**config.mk**
```make
export PLATFORM = sky130hd
export DESIGN_NAME = quicksort_host
export DESIGN_NICKNAME = d
export VERILOG_FILES = /design/src/rtl/quicksort_pkg.sv /design/src/rtl/qs_cmd_issuer.sv /design/src/rtl/quicksort_host.sv
export SDC_FILE = /design/constraint.sdc
export NUM_CORES = 1
export LEC_CHECK = 0
export ABC_AREA = 1
export CORE_MARGIN = 2
export CORE_UTILIZATION = 26
export CTS_BUF_LIST = sky130_fd_sc_hd__clkbuf_8
export DETAILED_ROUTE_END_ITERATION = 10
export MAX_ROUTING_LAYER = met4
export PLACE_DENSITY = 0.52
export SLEW_MARGIN = 0
export SYNTH_ARGS = -nofsm -noshare
export SYNTH_HDL_FRONTEND = slang
export SYNTH_SLANG_ARGS = --single-unit
```
**constraint.sdc**
```tcl
create_clock -name clk -period 1.95 [get_ports clk]
set_input_delay 0.39 -clock clk [delete_from_list [all_inputs] [get_ports clk]]
set_output_delay 0.39 -clock clk [all_outputs]
set_load 0.005 [all_outputs]
```
**src/rtl/quicksort_pkg.sv**
```systemverilog
// quicksort_pkg
// Shared definitions for the quicksort stream host:
//   - GRAY() macro (binary to Gray code)
//   - host FSM states ST_IDLE..ST_POP
//   - command selector for the single command issuer
//   - default geometry plus helpers deriving capacity and counter width
//     from the data/pointer MSB parameters

`ifndef QUICKSORT_PKG_GRAY
`define QUICKSORT_PKG_GRAY
`define GRAY(x) ((x) ^ ((x) >> 1))
`endif

package quicksort_pkg;

    typedef enum logic [2:0] {
        ST_IDLE,
        ST_CLEAR,
        ST_LOAD,
        ST_PUSH,
        ST_SORT,
        ST_FETCH,
        ST_OUT,
        ST_POP
    } host_state_t;

    typedef enum logic [1:0] {
        CMD_CLEAR,
        CMD_PUSH,
        CMD_POP,
        CMD_SORT
    } qs_cmd_t;

    localparam int QS_A_D_MSB  = 7;
    localparam int QS_A_P_MSB  = 3;
    localparam int QS_CAPACITY = (2 ** (QS_A_P_MSB + 1)) - 1;
    localparam int QS_CNT_W    = QS_A_P_MSB + 2;

    // The engine keeps one pointer value in reserve, so it holds one word fewer
    // than its pointer range.
    function automatic int qs_capacity(input int p_msb);
        return (2 ** (p_msb + 1)) - 1;
    endfunction

    // One bit wider than the pointer, so a count equal to capacity never wraps.
    function automatic int qs_cnt_width(input int p_msb);
        return p_msb + 2;
    endfunction

endpackage

```
**src/rtl/qs_cmd_issuer.sv**
```systemverilog
// qs_cmd_issuer
// Turns a one-cycle request into a toggle on one of the four quicksort
// command levels. It then waits SETTLE cycles and after that waits for
// qs_idle. Only one command is in flight; done is high for the single cycle
// in which the wait completes.
// Ports:
//   clk, rst                            clock, asynchronous active-high reset
//   req, cmd                            start a command (one cycle) and which one
//   qs_idle                             engine idle status
//   done                                wait complete (combinational, one cycle)
//   qs_push, qs_pop, qs_clear, qs_sort  toggle command levels to quicksort

module qs_cmd_issuer
    import quicksort_pkg::*;
#(
    parameter int SETTLE = 4
) (
    input  logic    clk,
    input  logic    rst,
    input  logic    req,
    input  qs_cmd_t cmd,
    input  logic    qs_idle,
    output logic    done,
    output logic    qs_push,
    output logic    qs_pop,
    output logic    qs_clear,
    output logic    qs_sort
);

    localparam int SW = $clog2(SETTLE + 1);

    logic [SW-1:0] settle_cnt;
    logic          waiting;

    // done is combinational so that the host can issue the next command on the
    // same edge that retires the current one.
    assign done = waiting && (settle_cnt == '0) && qs_idle;

    // A request flips exactly one toggle level and restarts the settle count.
    // The engine is given SETTLE cycles to see the edge and drop qs_idle.
    // qs_idle is trusted only after that.
    always_ff @(posedge clk or posedge rst) begin
        if (rst) begin
            settle_cnt <= '0;
            waiting    <= 1'b0;
            qs_push    <= 1'b0;
            qs_pop     <= 1'b0;
            qs_clear   <= 1'b0;
            qs_sort    <= 1'b0;
        end else if (req) begin
            waiting    <= 1'b1;
            settle_cnt <= SW'(SETTLE);
            unique case (cmd)
                CMD_CLEAR: qs_clear <= ~qs_clear;
                CMD_PUSH:  qs_push  <= ~qs_push;
                CMD_POP:   qs_pop   <= ~qs_pop;
                CMD_SORT:  qs_sort  <= ~qs_sort;
            endcase
        end else if (waiting) begin
            if (settle_cnt != '0) begin
                settle_cnt <= settle_cnt - SW'(1);
            end else if (qs_idle) begin
                waiting <= 1'b0;
            end
        end
    end

endmodule

```
**src/rtl/quicksort_host.sv**
```systemverilog
// quicksort_host
// Stream front-end for the quicksort engine. It collects one batch from s_*
// (closed by s_last), then clears, loads and sorts the engine. It then drains
// the words in ascending order on m_*, with m_last on the final word.
// Ports:
//   clk, rst                     clock, asynchronous active-high reset
//   enable                       a new batch may start only while high
//   s_data/s_valid/s_last/s_ready  input stream
//   m_data/m_valid/m_last/m_ready  sorted output stream
//   qs_rx_data, qs_push/pop/clear/sort  data and toggle commands to quicksort
//   qs_tx_data, qs_idle/full/empty      data and status from quicksort
//   busy                         high whenever the FSM is not in ST_IDLE
//   overflow                     sticky; words were dropped because the engine was full

module quicksort_host
    import quicksort_pkg::*;
#(
    parameter int A_D_MSB = QS_A_D_MSB,
    parameter int A_P_MSB = QS_A_P_MSB,
    parameter int SETTLE  = 4
) (
    input  logic             clk,
    input  logic             rst,
    input  logic             enable,
    input  logic [A_D_MSB:0] s_data,
    input  logic             s_valid,
    input  logic             s_last,
    output logic             s_ready,
    output logic [A_D_MSB:0] m_data,
    output logic             m_valid,
    output logic             m_last,
    input  logic             m_ready,
    output logic [A_D_MSB:0] qs_rx_data,
    output logic             qs_push,
    output logic             qs_pop,
    output logic             qs_clear,
    output logic             qs_sort,
    input  logic [A_D_MSB:0] qs_tx_data,
    input  logic             qs_idle,
    input  logic             qs_full,
    input  logic             qs_empty,
    output logic             busy,
    output logic             overflow
);

    localparam int CNT_W    = qs_cnt_width(A_P_MSB);
    localparam int CAPACITY = qs_capacity(A_P_MSB);

    host_state_t      state;
    logic [CNT_W-1:0] n_cnt;
    logic [CNT_W-1:0] out_cnt;
    logic             last_seen;
    logic             cmd_req;
    logic             cmd_done;
    qs_cmd_t          cmd_sel;
    logic             at_capacity;
    logic             unused_empty;

    // Occupancy comes from n_cnt, so the engine's empty flag is not needed.
    // The local capacity compare backs up qs_full so that n_cnt cannot pass
    // the engine's capacity.
    assign unused_empty = qs_empty;
    assign at_capacity  = qs_full || (n_cnt == CNT_W'(CAPACITY));
    assign s_ready      = (state == ST_LOAD);
    assign busy         = (state != ST_IDLE);

    qs_cmd_issuer #(
        .SETTLE   (SETTLE)
    ) u_issuer (
        .clk      (clk),
        .rst      (rst),
        .req      (cmd_req),
        .cmd      (cmd_sel),
        .qs_idle  (qs_idle),
        .done     (cmd_done),
        .qs_push  (qs_push),
        .qs_pop   (qs_pop),
        .qs_clear (qs_clear),
        .qs_sort  (qs_sort)
    );

    // A command is requested on the same edge that enters its waiting state.
    // So the toggle flips as the FSM arrives, and the next word is ready
    // SETTLE+2 cycles after an output handshake.
    always_comb begin
        cmd_req = 1'b0;
        cmd_sel = CMD_CLEAR;
        case (state)
            ST_IDLE: begin
                if (enable && s_valid) begin
                    cmd_req = 1'b1;
                    cmd_sel = CMD_CLEAR;
                end
            end
            ST_LOAD: begin
                if (s_valid) begin
                    if (!at_capacity) begin
                        cmd_req = 1'b1;
                        cmd_sel = CMD_PUSH;
                    end else if (s_last && (n_cnt != '0)) begin
                        cmd_req = 1'b1;
                        cmd_sel = CMD_SORT;
                    end
                end
            end
            ST_PUSH: begin
                if (cmd_done && last_seen) begin
                    cmd_req = 1'b1;
                    cmd_sel = CMD_SORT;
                end
            end
            ST_OUT: begin
                if (m_ready && !m_last) begin
                    cmd_req = 1'b1;
                    cmd_sel = CMD_POP;
                end
            end
            default: ;
        endcase
    end

    // Host FSM. The last sorted word is never popped; it stays in the engine
    // until the clear at the start of the next batch.
    always_ff @(posedge clk or posedge rst) begin
        if (rst) begin
            state      <= ST_IDLE;
            n_cnt      <= '0;
            out_cnt    <= '0;
            last_seen  <= 1'b0;
            overflow   <= 1'b0;
            qs_rx_data <= '0;
            m_data     <= '0;
            m_valid    <= 1'b0;
            m_last     <= 1'b0;
        end else begin
            case (state)
                ST_IDLE: begin
                    if (enable && s_valid) begin
                        overflow <= 1'b0;
                        n_cnt    <= '0;
                        state    <= ST_CLEAR;
                    end
                end
                ST_CLEAR: begin
                    if (cmd_done) begin
                        state <= ST_LOAD;
                    end
                end
                ST_LOAD: begin
                    if (s_valid) begin
                        if (!at_capacity) begin
                            qs_rx_data <= s_data;
                            n_cnt      <= n_cnt + CNT_W'(1);
                            last_seen  <= s_last;
                            state      <= ST_PUSH;
                        end else begin
                            overflow <= 1'b1;
                            if (s_last) begin
                                state <= (n_cnt == '0) ? ST_IDLE : ST_SORT;
                            end
                        end
                    end
                end
                ST_PUSH: begin
                    if (cmd_done) begin
                        state <= last_seen ? ST_SORT : ST_LOAD;
                    end
                end
                ST_SORT: begin
                    if (cmd_done) begin
                        out_cnt <= '0;
                        state   <= ST_FETCH;
                    end
                end
                ST_FETCH: begin
                    m_data  <= qs_tx_data;
                    m_valid <= 1'b1;
                    m_last  <= (out_cnt == (n_cnt - CNT_W'(1)));
                    state   <= ST_OUT;
                end
                ST_OUT: begin
                    if (m_ready) begin
                        m_valid <= 1'b0;
                        m_last  <= 1'b0;
                        state   <= m_last ? ST_IDLE : ST_POP;
                    end
                end
                ST_POP: begin
                    if (cmd_done) begin
                        out_cnt <= out_cnt + CNT_W'(1);
                        state   <= ST_FETCH;
                    end
                end
                default: state <= ST_IDLE;
            endcase
        end
    end

endmodule

```
==> impl_metrics.ini <==
[place]
port_buffers = 48
place_ws_ns = 0.133
hpwlAfterDp_um = 3990
dpl.cell_count = 454
place_congestion = 0.904
placed_cell_area_um2 = 2990

[yosys]
synth-compound-area-share = 0.0555
synth_seq_cells = 41
synth_simple_gate_area_frac = 0.346
synth_top_family_by_area = simple AND/OR/NAND/NOR gates
ys_seq_area_frac = 0.442
synth_cell_type_count = 31
synthAdderAreaFrac = 0.0377
synth.area.top_cells = dfrtp_1 44%, nand2_1 17%, nand3_1 4.7%
syn_inst = 292
ys_warn_count = 0
netlist_area_um2 = 2320
synth_area_leader_cell = dfrtp_1
synth_xor_area_frac = 0.0528
avgSynthCellArea_um2 = 7.95
synth_top_area_frac = 0.442
synthesis.nets = 324
synthMuxAreaShare = 0

[setup_path]
cp_max_fo = 7
worst_setup_path_start_kind = register
critPathTopFamily = buffers and inverters
crit_path_end_kind = output pin
cp_cell_sequence = inv_4, nand3_2, clkdlybuf4s50_1
slowest_stage = clkdlybuf4s50_1
path_buf_inv = 2
cp.required_ns = 1.56
critPathMaxStageDelay_ns = 0.48
crit_type = reg2out
cp_data_arrival_time_ns = 1.48

[drt]
dr.pass1.iters = 4
remaining_drc_errors = 0
drtAntennaViolNets = 0
viasPerCell = 4.27
wire_per_inst_um = 11.1
drt-total-wl_um = 5140
vias = 1970
drt_iter0_markers = 111

[timing]
period_share = 0.959
finClkSkew_ns = 0.00391
setup_viol = 0
tightest_slew_ns = 0.310
max_slew_margin = 0.792
fin_crit_ns = 1.87
setup_ws_ns = 0.0802
fin_hold_ws_ns = 0.469
drv_slew = 0
fin_tns_setup_ns = 0
hold_viol = 0
rsz0062_at_grt = false
max_freq_ghz = 0.535

[finish]
multi_input_comb_area_um2 = 1150
antennaDiodeCount = 0
layout_commonest_cell = nand2_1
fill_cells = 942
most-common-layout-cells = 106 x nand2_1, 48 x clkdlybuf4s50_1, 39 x dfrtp_1, 26 x inv_1, 22 x nand3_1
area_growth_pct = 33.3
final_area_um2 = 3090
drive_gt1_frac = 0.130
layout.cells.non_filler = 461
finalNetCount = 385
seqCellArea_um2 = 1030
final_util = 0.356

[floorplanning]
core_area_um2 = 8680
std_cell_rows = 34
die_area_um2 = 9700
io_pins = 50
initial_utilization = 0.267
die_height_um = 98.5
die_x_um = 98.5

[clock_network]
tritoncts = yes
root_buffer = clkbuf_8
path_clk_slew_ns = 0.08
h-tree-depth = 2
cts_hold_buffers = 0
cts_buffers = 5
cts_max_path_buffers = 2
clkLatencyLatePin_ns = 0.30
cts.sinks = 41

[global_routing]
grt_use_total = 0.118
grt_pass1_wl_um = 9070
grt_pass1_vias = 1965
grt_max_degree = 42
overflow = 0
antenna_found_initial = 0

[min_path]
hp-class = in2async

[power]
power_density_nw_per_um2 = 1360
vdd_ir_drop_max_mv = 0.401
cellLeakagePower_nw = 1.50
power_mw = 4.22

[outcome]
status = complete, no violations

[job]
cap_violations = 0
worst min-delay path, stage by stage:
cell and delay [ns]:
clkdlybuf4s50_1 0.41, inv_1 0.09, buf_12 0.24
cell type report:
type | count | area share
tap | 108 | 0.0437
timing repair buffer | 58 | 0.184
inverter | 31 | 0.0396
sequential | 41 | 0.333
clock inverter | 1 | 0.00243
clock buffer | 6 | 0.0267
multi-input combinational | 216 | 0.371
kinds of logic after synthesis:
kind of cell,count (synthesis)
and+or+nand+nor,175
AOI/OAI and AO/OA,20
buffers and inverters,35
DFF,41
adders and majority gates,7
xor gates and xnor gates,14
cell usage after synthesis, drive strengths merged:
cell type,n
a21oi,6
and2,1
buf,3
clkbuf,1
clkinv,1
dfrtp,41
ha,7
inv,30
nand2,112
nand3,26
nand4,7
nor2,28
nor3b,1
o21a,1
o21ai,9
o22ai,1
o31ai,3
xnor2,5
xor2,9
layer usage:
metal,part of all wire,wire length (um),GRT usage,vias up
met3,0.065,333,0.0319,6
met2,0.43,2210,0.179,56
met5,0,0,-,-
met1,0.49,2530,0.157,864
li1,-,-,-,1044
met4,0.012,63,0.0316,0
state kept, by name, summed over array words and instances (netlist names):
register             count
u_issuer.qs_sort         1
u_issuer.waiting         1
last_seen                1
m_data                   8
u_issuer.qs_clear        1
u_issuer.settle_cnt      3
state                    3
m_last                   1
overflow                 1
qs_rx_data               8
u_issuer.qs_pop          1
m_valid                  1
u_issuer.qs_push         1
n_cnt                    5
out_cnt                  5
repair_timing:
item | in CTS | in global routing
setup endpoints to repair | 1 | 9
gates cloned | 0 | 0
gates resized for setup | 1 | 3
buffers inserted | 0 | 0
final timing paths:
check / start / end / slack (ns) / cells past startpoint
hold reg to reg: u_issuer.qs_pop$_DFFE_PP0P_ / u_issuer.qs_pop$_DFFE_PP0P_ / 0.47 / 1
setup reg to reg: n_cnt[1]$_DFFE_PP0P_ / u_issuer.qs_push$_DFFE_PP0P_ / 0.20 / 9
setup / recovery: state[2]$_DFFE_PP0P_ / busy / 0.08 / 3
min in group clk: u_issuer.qs_pop$_DFFE_PP0P_ / u_issuer.qs_pop$_DFFE_PP0P_ / 0.47 / 1
max in group asynchronous: rst / state[2]$_DFFE_PP0P_ / 1.27 / 3
hold / removal: rst / m_data[4]$_DFFE_PP0P_ / 0.47 / 3
power breakdown:
part | internal [mW] | switching [mW] | leakage (nW)
Clock | 0.280 | 0.295 | 0.0433
Sequential | 1.21 | 0.255 | 0.511
Combinational | 1.09 | 1.09 | 0.948
Total | 2.57 | 1.64 | 1.50
(Power assumes the default switching activity.)
